## src/rtl/rv_pipe_ctrl_pkg.sv

```systemverilog
// Shared encodings for the RISC-V pipeline controller: opcodes, ALU operations,
// write-back selects and the per-instruction decode summary.
package rv_pkg;

  localparam logic [6:0] OP_LUI    = 7'b0110111;
  localparam logic [6:0] OP_AUIPC  = 7'b0010111;
  localparam logic [6:0] OP_JAL    = 7'b1101111;
  localparam logic [6:0] OP_JALR   = 7'b1100111;
  localparam logic [6:0] OP_BRANCH = 7'b1100011;
  localparam logic [6:0] OP_LOAD   = 7'b0000011;
  localparam logic [6:0] OP_STORE  = 7'b0100011;
  localparam logic [6:0] OP_REGIMM = 7'b0010011;
  localparam logic [6:0] OP_REGREG = 7'b0110011;

  localparam logic [31:0] INST_BUBBLE = '0;

  typedef enum logic [3:0] {
    ALU_ADD      = 4'd0,
    ALU_AND      = 4'd1,
    ALU_SLL      = 4'd2,
    ALU_SRL      = 4'd3,
    ALU_OR       = 4'd4,
    ALU_XOR      = 4'd5,
    ALU_OUT_ONE  = 4'd6,
    ALU_OUT_ZERO = 4'd7,
    ALU_SRA      = 4'd8,
    ALU_LUI      = 4'd9,
    ALU_SUB      = 4'd10
  } alu_op_t;

  typedef enum logic [1:0] {
    WB_ALU = 2'd0,
    WB_MEM = 2'd1,
    WB_PC4 = 2'd2
  } wb_sel_t;

  typedef struct packed {
    logic writes_rd;
    logic uses_rs1;
    logic uses_rs2;
    logic is_load;
  } inst_info_t;

  // SUB only exists in register-register form; shifts pick arithmetic from bit 30.
  function automatic alu_op_t arith_op(input logic [2:0] f3, input logic [6:0] f7,
                                       input logic is_imm, input logic lt);
    alu_op_t op;
    case (f3)
      3'b000:  op = (!is_imm && f7 == 7'b0100000) ? ALU_SUB : ALU_ADD;
      3'b001:  op = ALU_SLL;
      3'b010,
      3'b011:  op = lt ? ALU_OUT_ONE : ALU_OUT_ZERO;
      3'b100:  op = ALU_XOR;
      3'b101:  op = f7[5] ? ALU_SRA : ALU_SRL;
      3'b110:  op = ALU_OR;
      default: op = ALU_AND;
    endcase
    return op;
  endfunction

endpackage

```

## src/rtl/rv_pipe_ctrl_if.sv

```systemverilog
// Control bus between the pipeline controller and the datapath.
interface rv_pipe_ctrl_if #(
  parameter int unsigned MEM_STAGES = 1,
  parameter int unsigned CNT_W      = 16
);
  localparam int unsigned FW = $clog2(MEM_STAGES + 2);

  logic [31:0]    inst_i;
  logic           inst_valid_i;
  logic           br_eq_i;
  logic           br_lt_i;
  logic           br_un_o;
  logic           stall_o;
  logic           flush_o;
  logic [FW-1:0]  fwd_a_o;
  logic [FW-1:0]  fwd_b_o;
  logic           a_sel_o;
  logic           b_sel_o;
  logic [3:0]     alu_op_o;
  logic           pc_sel_o;
  logic           mem_we_o;
  logic [1:0]     wb_sel_o;
  logic           reg_w_en_o;
  logic [4:0]     wb_rd_o;
  logic [CNT_W-1:0] stall_cnt_o;
  logic [CNT_W-1:0] flush_cnt_o;

  modport master (
    output inst_i, inst_valid_i, br_eq_i, br_lt_i,
    input  br_un_o, stall_o, flush_o, fwd_a_o, fwd_b_o, a_sel_o, b_sel_o,
           alu_op_o, pc_sel_o, mem_we_o, wb_sel_o, reg_w_en_o, wb_rd_o,
           stall_cnt_o, flush_cnt_o
  );

  modport slave (
    input  inst_i, inst_valid_i, br_eq_i, br_lt_i,
    output br_un_o, stall_o, flush_o, fwd_a_o, fwd_b_o, a_sel_o, b_sel_o,
           alu_op_o, pc_sel_o, mem_we_o, wb_sel_o, reg_w_en_o, wb_rd_o,
           stall_cnt_o, flush_cnt_o
  );
endinterface

```

## src/rtl/rv_pipe_ctrl_inst_decode.sv

```systemverilog
// Register-usage summary of one instruction; bubbles (opcode 0) assert nothing.
module rv_inst_decode
  import rv_pkg::*;
(
  input  logic [6:0] opcode,
  input  logic [4:0] rd,
  output inst_info_t info
);
  logic rd_nz;
  assign rd_nz = |rd;

  always_comb begin
    info = '0;
    case (opcode)
      OP_REGREG: begin
        info.writes_rd = rd_nz;
        info.uses_rs1  = 1'b1;
        info.uses_rs2  = 1'b1;
      end
      OP_REGIMM, OP_JALR: begin
        info.writes_rd = rd_nz;
        info.uses_rs1  = 1'b1;
      end
      OP_LOAD: begin
        info.writes_rd = rd_nz;
        info.uses_rs1  = 1'b1;
        info.is_load   = 1'b1;
      end
      OP_STORE, OP_BRANCH: begin
        info.uses_rs1  = 1'b1;
        info.uses_rs2  = 1'b1;
      end
      OP_LUI, OP_AUIPC, OP_JAL: begin
        info.writes_rd = rd_nz;
      end
      default: ;
    endcase
  end
endmodule

```

## src/rtl/rv_pipe_ctrl.sv

```systemverilog
// Pipeline controller: EX, MEM_STAGES memory stages and WB; forwarding,
// load-use stall, branch flush, datapath selects and event counters.
module rv_pipe_ctrl
  import rv_pkg::*;
#(
  parameter int unsigned MEM_STAGES = 1,
  parameter int unsigned CNT_W      = 16
) (
  input logic           clk,
  input logic           rst,
  rv_pipe_ctrl_if.slave bus
);
  // Index 0 = EX, 1..MEM_STAGES = MEM0.., MEM_STAGES+1 = WB; that index is the forward code.
  localparam int unsigned NST    = MEM_STAGES + 2;
  localparam int unsigned WB_IDX = MEM_STAGES + 1;
  localparam int unsigned FW     = $clog2(MEM_STAGES + 2);

  logic [31:0]      stage_q [NST];
  logic [11:0]      word_lo [NST+1];
  inst_info_t       info    [NST+1];

  logic             stall, flush, hazard, pc_sel, br_un, a_sel, b_sel;
  logic [2:0]       ex_f3;
  logic [6:0]       ex_f7;
  alu_op_t          alu_op;
  wb_sel_t          wb_sel;
  logic [FW-1:0]    fwd_a, fwd_b;
  logic [CNT_W-1:0] stall_cnt, flush_cnt;

  // Last decoder instance looks at the instruction still in decode.
  always_comb begin
    for (int unsigned k = 0; k < NST; k++) word_lo[k] = stage_q[k][11:0];
    word_lo[NST] = bus.inst_i[11:0];
  end

  for (genvar g = 0; g <= int'(NST); g++) begin : g_dec
    rv_inst_decode u_dec (
      .opcode (word_lo[g][6:0]),
      .rd     (word_lo[g][11:7]),
      .info   (info[g])
    );
  end

  // Scan oldest to youngest so the youngest matching writer wins.
  always_comb begin
    fwd_a = '0;
    fwd_b = '0;
    for (int unsigned k = NST - 1; k > 0; k--) begin
      if (info[0].uses_rs1 && info[k].writes_rd && stage_q[k][11:7] == stage_q[0][19:15])
        fwd_a = FW'(k);
      if (info[0].uses_rs2 && info[k].writes_rd && stage_q[k][11:7] == stage_q[0][24:20])
        fwd_b = FW'(k);
    end
  end

  always_comb begin
    hazard = 1'b0;
    for (int unsigned k = 0; k < MEM_STAGES; k++) begin
      if (info[k].is_load && info[k].writes_rd &&
          ((info[NST].uses_rs1 && stage_q[k][11:7] == bus.inst_i[19:15]) ||
           (info[NST].uses_rs2 && stage_q[k][11:7] == bus.inst_i[24:20])))
        hazard = 1'b1;
    end
  end

  assign flush = pc_sel;
  assign stall = bus.inst_valid_i && hazard && !pc_sel;

  assign ex_f3 = stage_q[0][14:12];
  assign ex_f7 = stage_q[0][31:25];

  always_comb begin
    pc_sel = 1'b0;
    br_un  = 1'b0;
    a_sel  = 1'b0;
    b_sel  = 1'b0;
    alu_op = ALU_OUT_ZERO;
    case (stage_q[0][6:0])
      OP_LUI: begin
        b_sel  = 1'b1;
        alu_op = ALU_LUI;
      end
      OP_AUIPC: begin
        a_sel  = 1'b1;
        b_sel  = 1'b1;
        alu_op = ALU_ADD;
      end
      OP_JAL: begin
        a_sel  = 1'b1;
        b_sel  = 1'b1;
        alu_op = ALU_ADD;
        pc_sel = 1'b1;
      end
      OP_JALR: begin
        b_sel  = 1'b1;
        alu_op = ALU_ADD;
        pc_sel = 1'b1;
      end
      OP_BRANCH: begin
        a_sel  = 1'b1;
        b_sel  = 1'b1;
        alu_op = ALU_ADD;
        br_un  = ex_f3[2] && ex_f3[1];
        case (ex_f3)
          3'b000:  pc_sel = bus.br_eq_i;
          3'b001:  pc_sel = !bus.br_eq_i;
          3'b100,
          3'b110:  pc_sel = bus.br_lt_i;
          3'b101,
          3'b111:  pc_sel = !bus.br_lt_i;
          default: pc_sel = 1'b0;
        endcase
      end
      OP_LOAD, OP_STORE: begin
        b_sel  = 1'b1;
        alu_op = ALU_ADD;
      end
      OP_REGIMM: begin
        b_sel  = 1'b1;
        br_un  = (ex_f3 == 3'b011);
        alu_op = arith_op(ex_f3, ex_f7, 1'b1, bus.br_lt_i);
      end
      OP_REGREG: begin
        br_un  = (ex_f3 == 3'b011);
        alu_op = arith_op(ex_f3, ex_f7, 1'b0, bus.br_lt_i);
      end
      default: ;
    endcase
  end

  always_comb begin
    case (stage_q[WB_IDX][6:0])
      OP_LOAD:          wb_sel = WB_MEM;
      OP_JAL, OP_JALR:  wb_sel = WB_PC4;
      default:          wb_sel = WB_ALU;
    endcase
  end

  always_ff @(posedge clk or posedge rst) begin
    if (rst) begin
      for (int unsigned k = 0; k < NST; k++) stage_q[k] <= INST_BUBBLE;
    end else begin
      stage_q[0] <= (bus.inst_valid_i && !stall && !flush) ? bus.inst_i : INST_BUBBLE;
      for (int unsigned k = 1; k < NST; k++) stage_q[k] <= stage_q[k-1];
    end
  end

  always_ff @(posedge clk or posedge rst) begin
    if (rst) begin
      stall_cnt <= '0;
      flush_cnt <= '0;
    end else begin
      if (stall && !(&stall_cnt)) stall_cnt <= stall_cnt + CNT_W'(1);
      if (flush && !(&flush_cnt)) flush_cnt <= flush_cnt + CNT_W'(1);
    end
  end

  assign bus.br_un_o     = br_un;
  assign bus.stall_o     = stall;
  assign bus.flush_o     = flush;
  assign bus.fwd_a_o     = fwd_a;
  assign bus.fwd_b_o     = fwd_b;
  assign bus.a_sel_o     = a_sel;
  assign bus.b_sel_o     = b_sel;
  assign bus.alu_op_o    = alu_op;
  assign bus.pc_sel_o    = pc_sel;
  assign bus.mem_we_o    = (stage_q[1][6:0] == OP_STORE);
  assign bus.wb_sel_o    = wb_sel;
  assign bus.reg_w_en_o  = info[WB_IDX].writes_rd;
  assign bus.wb_rd_o     = stage_q[WB_IDX][11:7];
  assign bus.stall_cnt_o = stall_cnt;
  assign bus.flush_cnt_o = flush_cnt;

endmodule
```

## src/flat_wrapper.sv

```systemverilog
// flat-port wrapper written by rule: the top's interface ports become plain ports
module rv_pipe_ctrl_flat import rv_pkg::*;
#(
  parameter int unsigned MEM_STAGES = 1,
  parameter int unsigned CNT_W      = 16
)
  (clk, rst, bus_inst_i, bus_inst_valid_i, bus_br_eq_i, bus_br_lt_i, bus_br_un_o, bus_stall_o, bus_flush_o, bus_fwd_a_o, bus_fwd_b_o, bus_a_sel_o, bus_b_sel_o, bus_alu_op_o, bus_pc_sel_o, bus_mem_we_o, bus_wb_sel_o, bus_reg_w_en_o, bus_wb_rd_o, bus_stall_cnt_o, bus_flush_cnt_o);
  rv_pipe_ctrl_if #(.MEM_STAGES(MEM_STAGES), .CNT_W(CNT_W)) bus_i ();
  input logic clk;
  input logic rst;
  input wire logic [$bits(bus_i.inst_i)-1:0] bus_inst_i;
  input wire logic [$bits(bus_i.inst_valid_i)-1:0] bus_inst_valid_i;
  input wire logic [$bits(bus_i.br_eq_i)-1:0] bus_br_eq_i;
  input wire logic [$bits(bus_i.br_lt_i)-1:0] bus_br_lt_i;
  output wire logic [$bits(bus_i.br_un_o)-1:0] bus_br_un_o;
  output wire logic [$bits(bus_i.stall_o)-1:0] bus_stall_o;
  output wire logic [$bits(bus_i.flush_o)-1:0] bus_flush_o;
  output wire logic [$bits(bus_i.fwd_a_o)-1:0] bus_fwd_a_o;
  output wire logic [$bits(bus_i.fwd_b_o)-1:0] bus_fwd_b_o;
  output wire logic [$bits(bus_i.a_sel_o)-1:0] bus_a_sel_o;
  output wire logic [$bits(bus_i.b_sel_o)-1:0] bus_b_sel_o;
  output wire logic [$bits(bus_i.alu_op_o)-1:0] bus_alu_op_o;
  output wire logic [$bits(bus_i.pc_sel_o)-1:0] bus_pc_sel_o;
  output wire logic [$bits(bus_i.mem_we_o)-1:0] bus_mem_we_o;
  output wire logic [$bits(bus_i.wb_sel_o)-1:0] bus_wb_sel_o;
  output wire logic [$bits(bus_i.reg_w_en_o)-1:0] bus_reg_w_en_o;
  output wire logic [$bits(bus_i.wb_rd_o)-1:0] bus_wb_rd_o;
  output wire logic [$bits(bus_i.stall_cnt_o)-1:0] bus_stall_cnt_o;
  output wire logic [$bits(bus_i.flush_cnt_o)-1:0] bus_flush_cnt_o;
  assign bus_i.inst_i = bus_inst_i;
  assign bus_i.inst_valid_i = bus_inst_valid_i;
  assign bus_i.br_eq_i = bus_br_eq_i;
  assign bus_i.br_lt_i = bus_br_lt_i;
  assign bus_br_un_o = bus_i.br_un_o;
  assign bus_stall_o = bus_i.stall_o;
  assign bus_flush_o = bus_i.flush_o;
  assign bus_fwd_a_o = bus_i.fwd_a_o;
  assign bus_fwd_b_o = bus_i.fwd_b_o;
  assign bus_a_sel_o = bus_i.a_sel_o;
  assign bus_b_sel_o = bus_i.b_sel_o;
  assign bus_alu_op_o = bus_i.alu_op_o;
  assign bus_pc_sel_o = bus_i.pc_sel_o;
  assign bus_mem_we_o = bus_i.mem_we_o;
  assign bus_wb_sel_o = bus_i.wb_sel_o;
  assign bus_reg_w_en_o = bus_i.reg_w_en_o;
  assign bus_wb_rd_o = bus_i.wb_rd_o;
  assign bus_stall_cnt_o = bus_i.stall_cnt_o;
  assign bus_flush_cnt_o = bus_i.flush_cnt_o;
  rv_pipe_ctrl #(.MEM_STAGES(MEM_STAGES), .CNT_W(CNT_W)) u_core (.clk(clk), .rst(rst), .bus(bus_i));
endmodule
```

## config.mk

```make
export PLATFORM = sky130hd
export DESIGN_NAME = rv_pipe_ctrl_flat
export DESIGN_NICKNAME = d
export VERILOG_FILES = /design/src/rtl/rv_pipe_ctrl_pkg.sv /design/src/rtl/rv_pipe_ctrl_if.sv /design/src/rtl/rv_pipe_ctrl_inst_decode.sv /design/src/rtl/rv_pipe_ctrl.sv /design/src/flat_wrapper.sv
export SDC_FILE = /design/constraint.sdc
export NUM_CORES = 1
export LEC_CHECK = 0
export CAP_MARGIN = 20
export CORE_MARGIN = 2
export CORE_UTILIZATION = 46
export DETAILED_ROUTE_END_ITERATION = 8
export GPL_ROUTABILITY_DRIVEN = 1
export PLACE_DENSITY = 0.77
export SYNTH_ARGS = -nofsm -noshare
export SYNTH_HDL_FRONTEND = slang
export SYNTH_SLANG_ARGS = --single-unit
```

## constraint.sdc

```tcl
create_clock -name clk -period 3.15 [get_ports clk]
set_input_delay 0.945 -clock clk [delete_from_list [all_inputs] [get_ports clk]]
set_output_delay 0.945 -clock clk [all_outputs]
set_load 0.02 [all_outputs]
```

==> impl_results.md <==
- CTS Buf Count: 9
- Type of origin of the critical path: input pin
- Routed len/inst: 15.36 µm
- RePlAce Congestion: 0.8720
- Worst-Skew Late Latency: 0.35 ns
- Min-delay src: u_core.stage_q[32]$_DFF_PP0_
- Max Slew Vio Count: 0
- Clk buf depth: 2
- PnR worst setup slack: -0.02833 ns
- Vias: around 3,200
- Reg area: 2203 µm²
- Register clock-pin slew on the reported worst setup and hold paths: 0.08 ns
- Commonest cells after routing, fill and taps aside: dfrtp_1 (87), clkdlybuf4s50_1 (60), xnor2_1 (33)
- FILL cells: 698
- Yosys cell types: 47
- Critical Path RT: 2.20 ns
- CTS tree: yes
- Reg-to-reg endpoint: u_core.stage_q[67]$_DFF_PP0_
- Largest net degree at the start of global routing: 31
- F_max: 314.6 MHz
- Area growth syn-to-layout: 35.77%
- Critical path class: input pin to primary output
- Cell count after synthesis: 391
- Hold Path Depth: 0
- RSZ-0062 raised after global routing: true
- H-tree depth: 3
- CORE AREA: 8721 µm²
- Layout cell share with drive strength beyond 1: between 15 and 20%
- Congestion Overflow GR: 0
- Initial Utilization: between 40% and 50%
- First-pass DRT Iterations: 4
- Leakage power: 2.571 nW
- Failing checks: negative setup slack
- CP Buf/Inv Count: 2
- R2R setup slack: around 0.90 ns
- WP data arrival: around 2.2 ns
- Clock skew: 0.01051 ns
- Die Wd: ~99 µm
- CP max stage cell: or3_4
- Worst Hold Class: flip-flop to flip-flop
- Antenna Diode Count: 0
- Port Buffers: 91
- Slew of the pin with the lowest slew margin: between 0.9 and 1 ns
- Worst path top cell family by delay: simple AND/OR/NAND/NOR gates
- Levels on crit path: 6
- First-pass GRT wire length: 15.37 mm
- Syn Nets: 430
- Final net count: 539
- Final hold violation count: 0
- Hold Path Sink: u_core.stage_q[0]$_DFF_PP0_
- Overall global routing resource usage: 19.77%
- Rel. slew slack: between 30% and 40%
- Crit-path cells: dlygate4sd2_1, nor4b_4, o211ai_1, or3_4, a21oi_4, buf_6
- Number of DRC markers in iteration 0: between 150 and 200
- Max rail drop VDD: between 200 and 300 µV
- Seq/Total Area, Yosys: 53.22%
- Hold-fix buffers, CTS: 0
- Chip Height: roughly 100 µm
- Yosys warnings: 0
- Vias in the first global route: approximately 3,100
- DIE AREA: slightly below 10,000 µm²
- Hpwl dp: 6.947 mm
- Seq cells post-synth: 88
- CP peak stage delay: 0.43 ns
- Final Total Pwr: between 2 and 2.5 mW
- Residual DRC: 0
- Routed wire length: 9.401 mm
- Worst Path Max Fanout: 2
- Crit share post-route: 100.9%
- P per Cell Area: 395.1 nW/µm²
- Post-route insts no fill: 612
- Vias per inst: 5.289
- Initial antenna violation count: 0
- Clock sink count: 88
- Post-Syn Area: 4138 µm²
- Placed cells: 594
- Most common cell after layout, fill and taps aside: dfrtp_1
- Setup-failing EPs final: 1
- FP Rows: 34
- Critical R2R Launch: u_core.stage_q[71]$_DFF_PP0_
- Max-capacitance violation count: 0
- Num ports: 92
- Mean Syn Cell Area: 10.58 µm²
- R2r worst-path depth: 8
- Multi-input gate area: 1898 µm²
- ANT nets after route: 0
- Outcome: finished with violations
- CP endpoint kind: primary output
- Cell chosen for the clock root: clkbuf_8
- Final min period: approximately 3.2 ns
[what timing repair did]
action | 4_1_cts | 5_1_grt
pin swaps | 6 | 9
endpoints found under the setup margin | 12 | 10
gates resized for setup | 43 | 34
setup buffers | 0 | 3
[cell families after synthesis]
kind of cell,count (synthesis),share of synthesized area [%]
fa+ha+maj,2,0.6047
simple gates,180,23.71
buf+inv,26,3.386
mux,3,0.8164
flops,88,53.22
compound gates,37,6.622
xor+xnor,55,11.64
[state kept, by name, indices dropped and copies added (netlist names)]
| signal | count |
|---|---|
| u_core.bus.flush_cnt_o | 16 |
| u_core.ex_f7 | 7 |
| u_core.stage_q | 41 |
| u_core.bus.stall_cnt_o | 16 |
| u_core.ex_f3 | 3 |
| u_core.bus.wb_rd_o | 5 |
[per-layer routing]
layer	wire length (µm)	vias up	track usage, %	part of all wire (%)
li1	-	1561	-	-
met3	423	7	4.468	4.5
met4	90	0	5.058	0.96
met5	0	-	0	0
met1	4160	1585	25.94	44
met2	4727	84	33.32	50
[layout make-up]
type / instances / area share (%)
clock buffer: 9 / 2.205
clock inverter: 6 / 1.247
inverter: 9 / 0.6682
multi-input combinational: 277 / 33.79
sequential: 88 / 39.22
tap: 108 / 2.405
timing repair buffer: 115 / 20.47
[worst max-delay path by stage]
stage	from	to	slack, ns
after global placement	bus_inst_i[23]	bus_stall_o	-0.79
after detailed placement	bus_inst_valid_i	bus_stall_o	-0.80
final	bus_inst_valid_i	bus_stall_o	-0.03
after floorplan	bus_br_eq_i	bus_pc_sel_o	0.21
after global routing	bus_inst_valid_i	bus_stall_o	-0.08
after CTS	bus_inst_i[21]	bus_stall_o	-0.21
[Yosys cell counts (all sizes together)]
cell | n | share of area [%]
dfrtp | 88 | 53
buf | 11 | 2.0
ha | 2 | 0.60
or2b | 1 | 0.18
and4 | 2 | 0.42
a21oi | 10 | 1.3
a31o | 1 | 0.42
a31oi | 4 | 0.97
and4b | 1 | 0.24
nor3 | 14 | 1.9
xnor2 | 33 | 7.0
and2 | 31 | 4.7
and3 | 11 | 1.7
nand4b | 2 | 0.42
nand2b | 4 | 0.60
nor3b | 1 | 0.18
nand3 | 23 | 2.8
o31ai | 2 | 0.36
o211ai | 2 | 0.36
clkbuf | 6 | 0.54
inv | 9 | 0.82
and3b | 2 | 0.45
or3 | 2 | 0.42
or4 | 3 | 0.54
xor2 | 22 | 4.7
nand4 | 12 | 1.8
o2111ai | 1 | 0.21
or4b | 1 | 0.24
o21ai | 9 | 1.1
a211oi | 3 | 0.85
nor4b | 1 | 0.21
nand2 | 33 | 3.0
nor2 | 26 | 2.4
mux2 | 3 | 0.82
nor4 | 6 | 0.91
and2b | 1 | 0.18
a211o | 1 | 0.21
nor2b | 3 | 0.45
a2111oi | 4 | 0.85
[worst register-to-register path: stages (launching register included)]
cell and delay (ns):
dfrtp_1 0.44, or4_1 0.55, o211ai_1 0.22, or3_4 0.19, a21oi_4 0.04, buf_4 0.18, nor2_1 0.20, buf_12 0.19
and2_1 0.17
[metrics by stage]
stage	hold slack [ns]	area, µm²	setup WS [ns]	setup TNS [ns]	util (%)
finish	0.3819	5618	-0.02833	-0.02833	64.42
global route	0.3983	5618	-0.07612	-0.07612	64.42
CTS	0.3837	5504	-0.2122	-0.2122	63.11
detailed placement	0.3650	5276	-0.7960	-2.628	60.50
global placement	0.3574	5276	-0.7947	-2.512	60.50
floorplan	0.3535	4141	0.2139	0	-
[where the power goes]
part | switching (mW) | internal, mW | leakage (nW) | total [mW]
clock | 0.398 | 0.366 | 0.0879 | 0.764
sequential | 0.0485 | 1.17 | 1.16 | 1.22
combinational | 0.111 | 0.126 | 1.32 | 0.237
total | 0.558 | 1.66 | 2.57 | 2.22
Power figures use the tool's default switching activity.
